`config.mk`:
```
export PLATFORM = sky130hd
export DESIGN_NAME = frag_uart_dump_tx
export DESIGN_NICKNAME = d
export VERILOG_FILES = /design/src/rtl/frag_uart_dump_tx.sv
export SDC_FILE = /design/constraint.sdc
export NUM_CORES = 1
export LEC_CHECK = 0
export ABC_AREA = 1
export BUFFER_PORTS_ARGS = -buffer_cell sky130_fd_sc_hd__buf_2
export CAP_MARGIN = 20
export CELL_PAD_IN_SITES_DETAIL_PLACEMENT = 0
export CELL_PAD_IN_SITES_GLOBAL_PLACEMENT = 2
export CORE_ASPECT_RATIO = 1.2
export CORE_MARGIN = 2
export CORE_UTILIZATION = 30
export DETAILED_ROUTE_END_ITERATION = 10
export HOLD_SLACK_MARGIN = 0.08
export PLACE_DENSITY = 0.74
export SLEW_MARGIN = 20
export SYNTH_ARGS = -nofsm -noshare
export SYNTH_HDL_FRONTEND = slang
export SYNTH_SLANG_ARGS = --single-unit
```
`constraint.sdc`:
```
create_clock -name sys_clk -period 2.1 [get_ports sys_clk]
set_clock_uncertainty 0.1 [all_clocks]
set_input_delay 0.315 -clock sys_clk [delete_from_list [all_inputs] [get_ports sys_clk]]
set_output_delay 0.315 -clock sys_clk [all_outputs]
set_load 0.01 [all_outputs]
```
`src/rtl/frag_uart_dump_tx.sv`:
```
// Dumps WORDS 32-bit words from a synchronous-read data memory over a UART
// line, little-endian byte order, 8N1 framing, LSB first.
module frag_uart_dump_tx #(
    parameter int CLKS_PER_BIT = 434,
    parameter int WORDS        = 32
) (
    input  logic        sys_clk,
    input  logic        sys_rst,
    input  logic        start_i,
    output logic        rd_en_o,
    output logic [4:0]  rd_addr_o,
    input  logic [31:0] rd_data_i,
    output logic        tx_o,
    output logic        busy_o,
    output logic        done_o
);

    localparam int            CW        = $clog2(CLKS_PER_BIT);
    localparam logic [CW-1:0] CNT_LAST  = CW'(CLKS_PER_BIT - 1);
    localparam logic [4:0]    WORD_LAST = 5'(WORDS - 1);

    typedef enum logic [2:0] {
        S_IDLE,
        S_READ,
        S_LOAD,
        S_START,
        S_DATA,
        S_STOP
    } state_t;

    state_t        state_reg, state_next;
    logic [CW-1:0] cnt_reg, cnt_next;
    logic [2:0]    bit_idx_reg, bit_idx_next;
    logic [1:0]    byte_idx_reg, byte_idx_next;
    logic [4:0]    word_idx_reg, word_idx_next;
    logic [31:0]   shift_reg, shift_next;
    logic          tx_reg, tx_next;
    logic          busy_reg, busy_next;
    logic          done_reg, done_next;
    logic          rd_en_reg, rd_en_next;
    logic [4:0]    rd_addr_reg, rd_addr_next;

    logic [31:0]   shift_shr;
    logic          bit_end;

    // Shifting right once per data bit walks the word out byte 0 first, LSB first.
    genvar gi;
    generate
        for (gi = 0; gi < 32; gi++) begin : g_shr
            if (gi == 31) begin : g_top
                assign shift_shr[gi] = 1'b0;
            end else begin : g_mid
                assign shift_shr[gi] = shift_reg[gi+1];
            end
        end
    endgenerate

    assign bit_end = (cnt_reg == CNT_LAST);

    always_ff @(posedge sys_clk) begin
        if (sys_rst) begin
            state_reg    <= S_IDLE;
            cnt_reg      <= '0;
            bit_idx_reg  <= '0;
            byte_idx_reg <= '0;
            word_idx_reg <= '0;
            shift_reg    <= '0;
            tx_reg       <= 1'b1;
            busy_reg     <= 1'b0;
            done_reg     <= 1'b0;
            rd_en_reg    <= 1'b0;
            rd_addr_reg  <= '0;
        end else begin
            state_reg    <= state_next;
            cnt_reg      <= cnt_next;
            bit_idx_reg  <= bit_idx_next;
            byte_idx_reg <= byte_idx_next;
            word_idx_reg <= word_idx_next;
            shift_reg    <= shift_next;
            tx_reg       <= tx_next;
            busy_reg     <= busy_next;
            done_reg     <= done_next;
            rd_en_reg    <= rd_en_next;
            rd_addr_reg  <= rd_addr_next;
        end
    end

    // Outputs are registered: each *_next is the value for the state being entered.
    always_comb begin
        state_next    = state_reg;
        cnt_next      = cnt_reg;
        bit_idx_next  = bit_idx_reg;
        byte_idx_next = byte_idx_reg;
        word_idx_next = word_idx_reg;
        shift_next    = shift_reg;
        tx_next       = tx_reg;
        busy_next     = busy_reg;
        done_next     = 1'b0;
        rd_en_next    = 1'b0;
        rd_addr_next  = rd_addr_reg;

        case (state_reg)
            S_IDLE: begin
                tx_next   = 1'b1;
                busy_next = 1'b0;
                // A request landing while done_o is still high is dropped.
                if (start_i && !done_reg) begin
                    state_next    = S_READ;
                    word_idx_next = '0;
                    busy_next     = 1'b1;
                    rd_en_next    = 1'b1;
                    rd_addr_next  = '0;
                end
            end

            S_READ: begin
                state_next = S_LOAD;
            end

            S_LOAD: begin
                shift_next    = rd_data_i;
                byte_idx_next = '0;
                bit_idx_next  = '0;
                cnt_next      = '0;
                tx_next       = 1'b0;
                state_next    = S_START;
            end

            S_START: begin
                if (bit_end) begin
                    cnt_next   = '0;
                    tx_next    = shift_reg[0];
                    state_next = S_DATA;
                end else begin
                    cnt_next = cnt_reg + 1'b1;
                end
            end

            S_DATA: begin
                if (bit_end) begin
                    cnt_next   = '0;
                    shift_next = shift_shr;
                    if (bit_idx_reg == 3'd7) begin
                        bit_idx_next = '0;
                        tx_next      = 1'b1;
                        state_next   = S_STOP;
                    end else begin
                        bit_idx_next = bit_idx_reg + 1'b1;
                        tx_next      = shift_reg[1];
                    end
                end else begin
                    cnt_next = cnt_reg + 1'b1;
                end
            end

            S_STOP: begin
                if (bit_end) begin
                    cnt_next = '0;
                    if (byte_idx_reg != 2'd3) begin
                        byte_idx_next = byte_idx_reg + 1'b1;
                        tx_next       = 1'b0;
                        state_next    = S_START;
                    end else if (word_idx_reg != WORD_LAST) begin
                        word_idx_next = word_idx_reg + 1'b1;
                        rd_en_next    = 1'b1;
                        rd_addr_next  = word_idx_reg + 1'b1;
                        tx_next       = 1'b1;
                        state_next    = S_READ;
                    end else begin
                        tx_next    = 1'b1;
                        busy_next  = 1'b0;
                        done_next  = 1'b1;
                        state_next = S_IDLE;
                    end
                end else begin
                    cnt_next = cnt_reg + 1'b1;
                end
            end

            default: begin
                state_next = S_IDLE;
            end
        endcase
    end

    assign tx_o      = tx_reg;
    assign busy_o    = busy_reg;
    assign done_o    = done_reg;
    assign rd_en_o   = rd_en_reg;
    assign rd_addr_o = rd_addr_reg;

endmodule

```
==> results.md <==
Clock tree:
- The maximum number of buffers from clock root to sink is 2.
- The clock sink count is 58.
- The clock insertion delay at the later pin of the skew report is 0.33 ns.
- The H-tree was split into 3 levels.
- The cell chosen for the clock root is clkbuf_16.
- In this run the post-CTS setup repair buffer count came out at 0.
- The post-CTS clock slew at the launch and capture registers of the worst setup and hold paths is 0.05 ns.
- The number of clock buffers added by TritonCTS is 9.
- The total of hold buffers inserted after clock tree synthesis is 0.
- TritonCTS built the clock tree.
- Once the clock tree was built, the resizer swapped 0 gates to a different size.

STA:
- For the final routed database, the setup TNS stands at 0 ns.
- The final number of hold-violating endpoints is 0.
- The number of max-slew violations in the final report is 0.
- The maximum achievable frequency is 0.5421 GHz.
- The worst path needs 1.845 ns of the cycle, external delays included.
- At the pin with the least slew margin, the transition time is 0.4367 ns.
- The relative max-transition margin is 0.7080.
- Setup violations remaining at the end of the flow were counted as 0.
- Of the available clock period, the critical path in the final layout requires 0.8784.
- Setup repair after global routing left no endpoint under its margin.

Worst setup path:
- The critical path launch point is state_reg[1].
- The peak per-stage delay on the critical path is 0.50 ns.
- STA classifies the critical path startpoint as a register.
- The start-to-end type of the worst setup path is reg2reg.
- The cell with the largest stage delay on the worst path is dfxtp_1.
- Traced cell by cell, the critical path runs through nor2_4 -> nand2_4 -> buf_4 -> nand2_1 -> nand2_1 -> nand3_1 -> nand2_1 -> nand2_1 -> nor2_1.
- The largest fanout of any net on the critical path is 26.
- The setup slack of the most critical reg-to-reg path is 0.26 ns.
- The most frequent cell on the critical path is nand2_1.
- The startpoint identified for the worst register-to-register timing path is state_reg[1].
- For the worst setup path, the data required time is 2.26 ns.
- The data arrival time of the worst path is 2.01 ns.
- STA classifies the critical path endpoint as a register.

Yosys:
- Of the total synthesized cell area, the portion taken by XOR and XNOR cells is 0.002857.
- The register area share after synthesis is 0.3788.
- The post-synthesis share of cell area spent on and, or, nand and nor gates is 0.3873.
- After technology mapping, the gate count stands at 470.
- The number of flops mapped to enable cells by yosys is 0.
- Synthesis produced a netlist with a net count of 514.
- In the synthesized netlist the dominant register cell turns out to be dfxtp_1.
- Synthesis inferred 58 register bits.
- The count of cell types in the netlist is 30.
- In the synthesized netlist the async set-or-reset flop fraction comes to 0.
- Of the total synthesized cell area, the portion taken by full adders, half adders and majority gates is 0.03673.
- The Yosys step of the flow raised 0 warnings.
- The cell area after technology mapping is 3065 um^2.
- After synthesis, the share of cell area in mux cells is 0.
- The mean instance size in the synthesized netlist is 6.522 um^2.
- The share of the synthesized area in compound gates (AO/OA/AOI/OAI) was 0.1143.
- The combinational family with the most area after synthesis is simple AND/OR/NAND/NOR gates.

Detailed routing:
- The iteration count of the initial detailed-routing pass is 4.
- The number of remaining DRC errors is 0.
- The routed wire length is 7.796 mm.
- The average wire length per cell after detail routing is 12.16 um.
- The count of nets left with antenna violations after detail routing is 0.
- The first routing iteration left 58 violations.
- The total number of vias is 2967.
- The detail-routed via count per cell is 4.629.

Placement:
- In this run the tool buffered the top-level ports with 43 buffer cells.
- The number of placed instances, taps included, is 626.
- The placed standard-cell area is 3385 um^2.
- At the end of routability-driven placement, the weighted congestion stood at 0.8931.
- The post-DP HPWL is 5.291 mm.

Die:
- The floorplan core area is 9960 um^2.
- The number of placement rows is 40.
- For this configuration, the core starts out at a cell density of 0.3078.
- The vertical extent of the die is 114.7 um.
- Measured along the x axis, the die boundary spans 96.28 um.
- The area of the die is 11050 um^2.
- 44 I/O pins were placed.

Cells and area:
- The count of filler cells inserted in the layout is 1081.
- The number of flip-flops in the largest register is 32.
- The post-layout net count is 555.
- The number of antenna repair diodes is 0.
- The count of placed standard cells in the final layout, fillers left out is 641.
- The design area is 3656 um^2.
- The relative area change from synthesis to final layout is 19.27%.
- Of the cells placed in the final design, the portion with a size suffix greater than 1 is 0.1650.

Global route:
- The largest net degree at the start of global routing is 38.
- The first global-routing pass estimated 12.94 mm of wire.
- The number of global-route vias before repair is 2749.
- Across every metal layer, demand over resource in global routing totals 0.1523.
- The sum of overflow across all layers after global routing is 0.
- The number of antenna violations at the first check in global routing was 0.

Pwr:
- Power spread over the standard cell area amounts to 1156 nW/um^2.
- The static leakage is 1.786 nW.
- The worst IR drop on VDD is 0.0005291 V.

Worst hold path:
- The launch instance of the worst min-delay path is rd_data_i[31].
- The tightest min-delay check is of the in2reg type.

Status:
- The run finished with clean final reports.

Flow run:
- Max-cap violations in this run came to 0.
==> layer usage <==
layer  share of wire  vias up  GRT usage
met5               0        -          0
met4           0.022        0    0.06571
met3           0.038       13    0.04391
met2            0.48       52     0.2509
met1            0.46     1329     0.1833
li1                -     1573          -
==> area by class of cell <==
class / count / area (um^2) / area share
clock inverters: 3 / 15.01 / 0.004107
flip-flops and latches: 58 / 1161 / 0.3176
well taps: 126 / 157.7 / 0.04312
repair buffers: 49 / 285.3 / 0.07803
inverters: 31 / 121.4 / 0.03320
clock buffers: 12 / 256.5 / 0.07016
multi-input cells: 362 / 1659 / 0.4538
==> layout by cell type, fill, tap and decap left out, drive strengths merged <==
| cell | instances |
|---|---|
| buf | 49 |
| clkinv | 3 |
| o21a | 1 |
| nor2 | 92 |
| xor2 | 1 |
| o22ai | 1 |
| dfxtp | 58 |
| o21bai | 1 |
| nand4 | 4 |
| nand2 | 160 |
| nor3b | 1 |
| ha | 9 |
| a22oi | 1 |
| nand3 | 27 |
| inv | 31 |
| a21oi | 17 |
| o21ai | 45 |
| nand3b | 1 |
| nor4 | 1 |
| clkbuf | 12 |
==> worst max-delay path: cells and delay by family, from the launching register on <==
family        cells  cell delay [ns]
simple gates      8             0.89
flops             1             0.50
buf+inv           1             0.30
==> worst paths after layout <==
path | to | cells after the start
min | shift_reg[31] | 3
max | state_reg[2] | 9
min reg2reg | busy_o | 2
max reg2reg | state_reg[2] | 9
==> synthesized netlist by cell type, drive strengths merged, types with 4 or more instances <==
cell type  number  area, um^2
nand2         160       638.1
nor2           92       357.8
dfxtp          58        1161
o21ai          45       225.2
inv            31       121.4
nand3          27       145.1
a21oi          17       96.35
buf            10       90.08
clkbuf          9       33.78
ha              9       112.6
nand4           4       25.02
==> stage by stage <==
stage / hold slack [ns] / utilization / total power [mW] / worst slack [ns]
3_3_place_gp: 0.3466 / 0.3398 / 2.919 / 0.2444
2_1_floorplan: 0.3536 / - / 2.584 / 0.5553
5_1_grt: 0.2006 / 0.3671 / 4.584 / 0.07025
4_1_cts: 0.1847 / 0.3671 / 4.294 / 0.2416
6_report: 0.2012 / 0.3671 / 4.228 / 0.2553
3_5_place_dp: 0.3560 / 0.3398 / 2.913 / 0.2370
==> cell families (layout without fill, tap and decap cells) <==
group                      count (synthesis)  after routing
and+or+nand+nor                          286            286
AOI/OAI and AO/OA                         66             66
DFF                                       58             58
buffers and inverters                     50             95
adders and majority gates                  9              9
xor gates and xnor gates                   1              1
==> power breakdown <==
group	leakage, nW	total (mW)	internal (mW)	switching [mW]
registers	0.473	1.54	1.37	0.171
clock network	0.138	1.36	0.849	0.508
logic	1.17	1.33	0.457	0.874
total	1.79	4.23	2.68	1.55
Note: power is estimated with default switching activity, not from simulation.
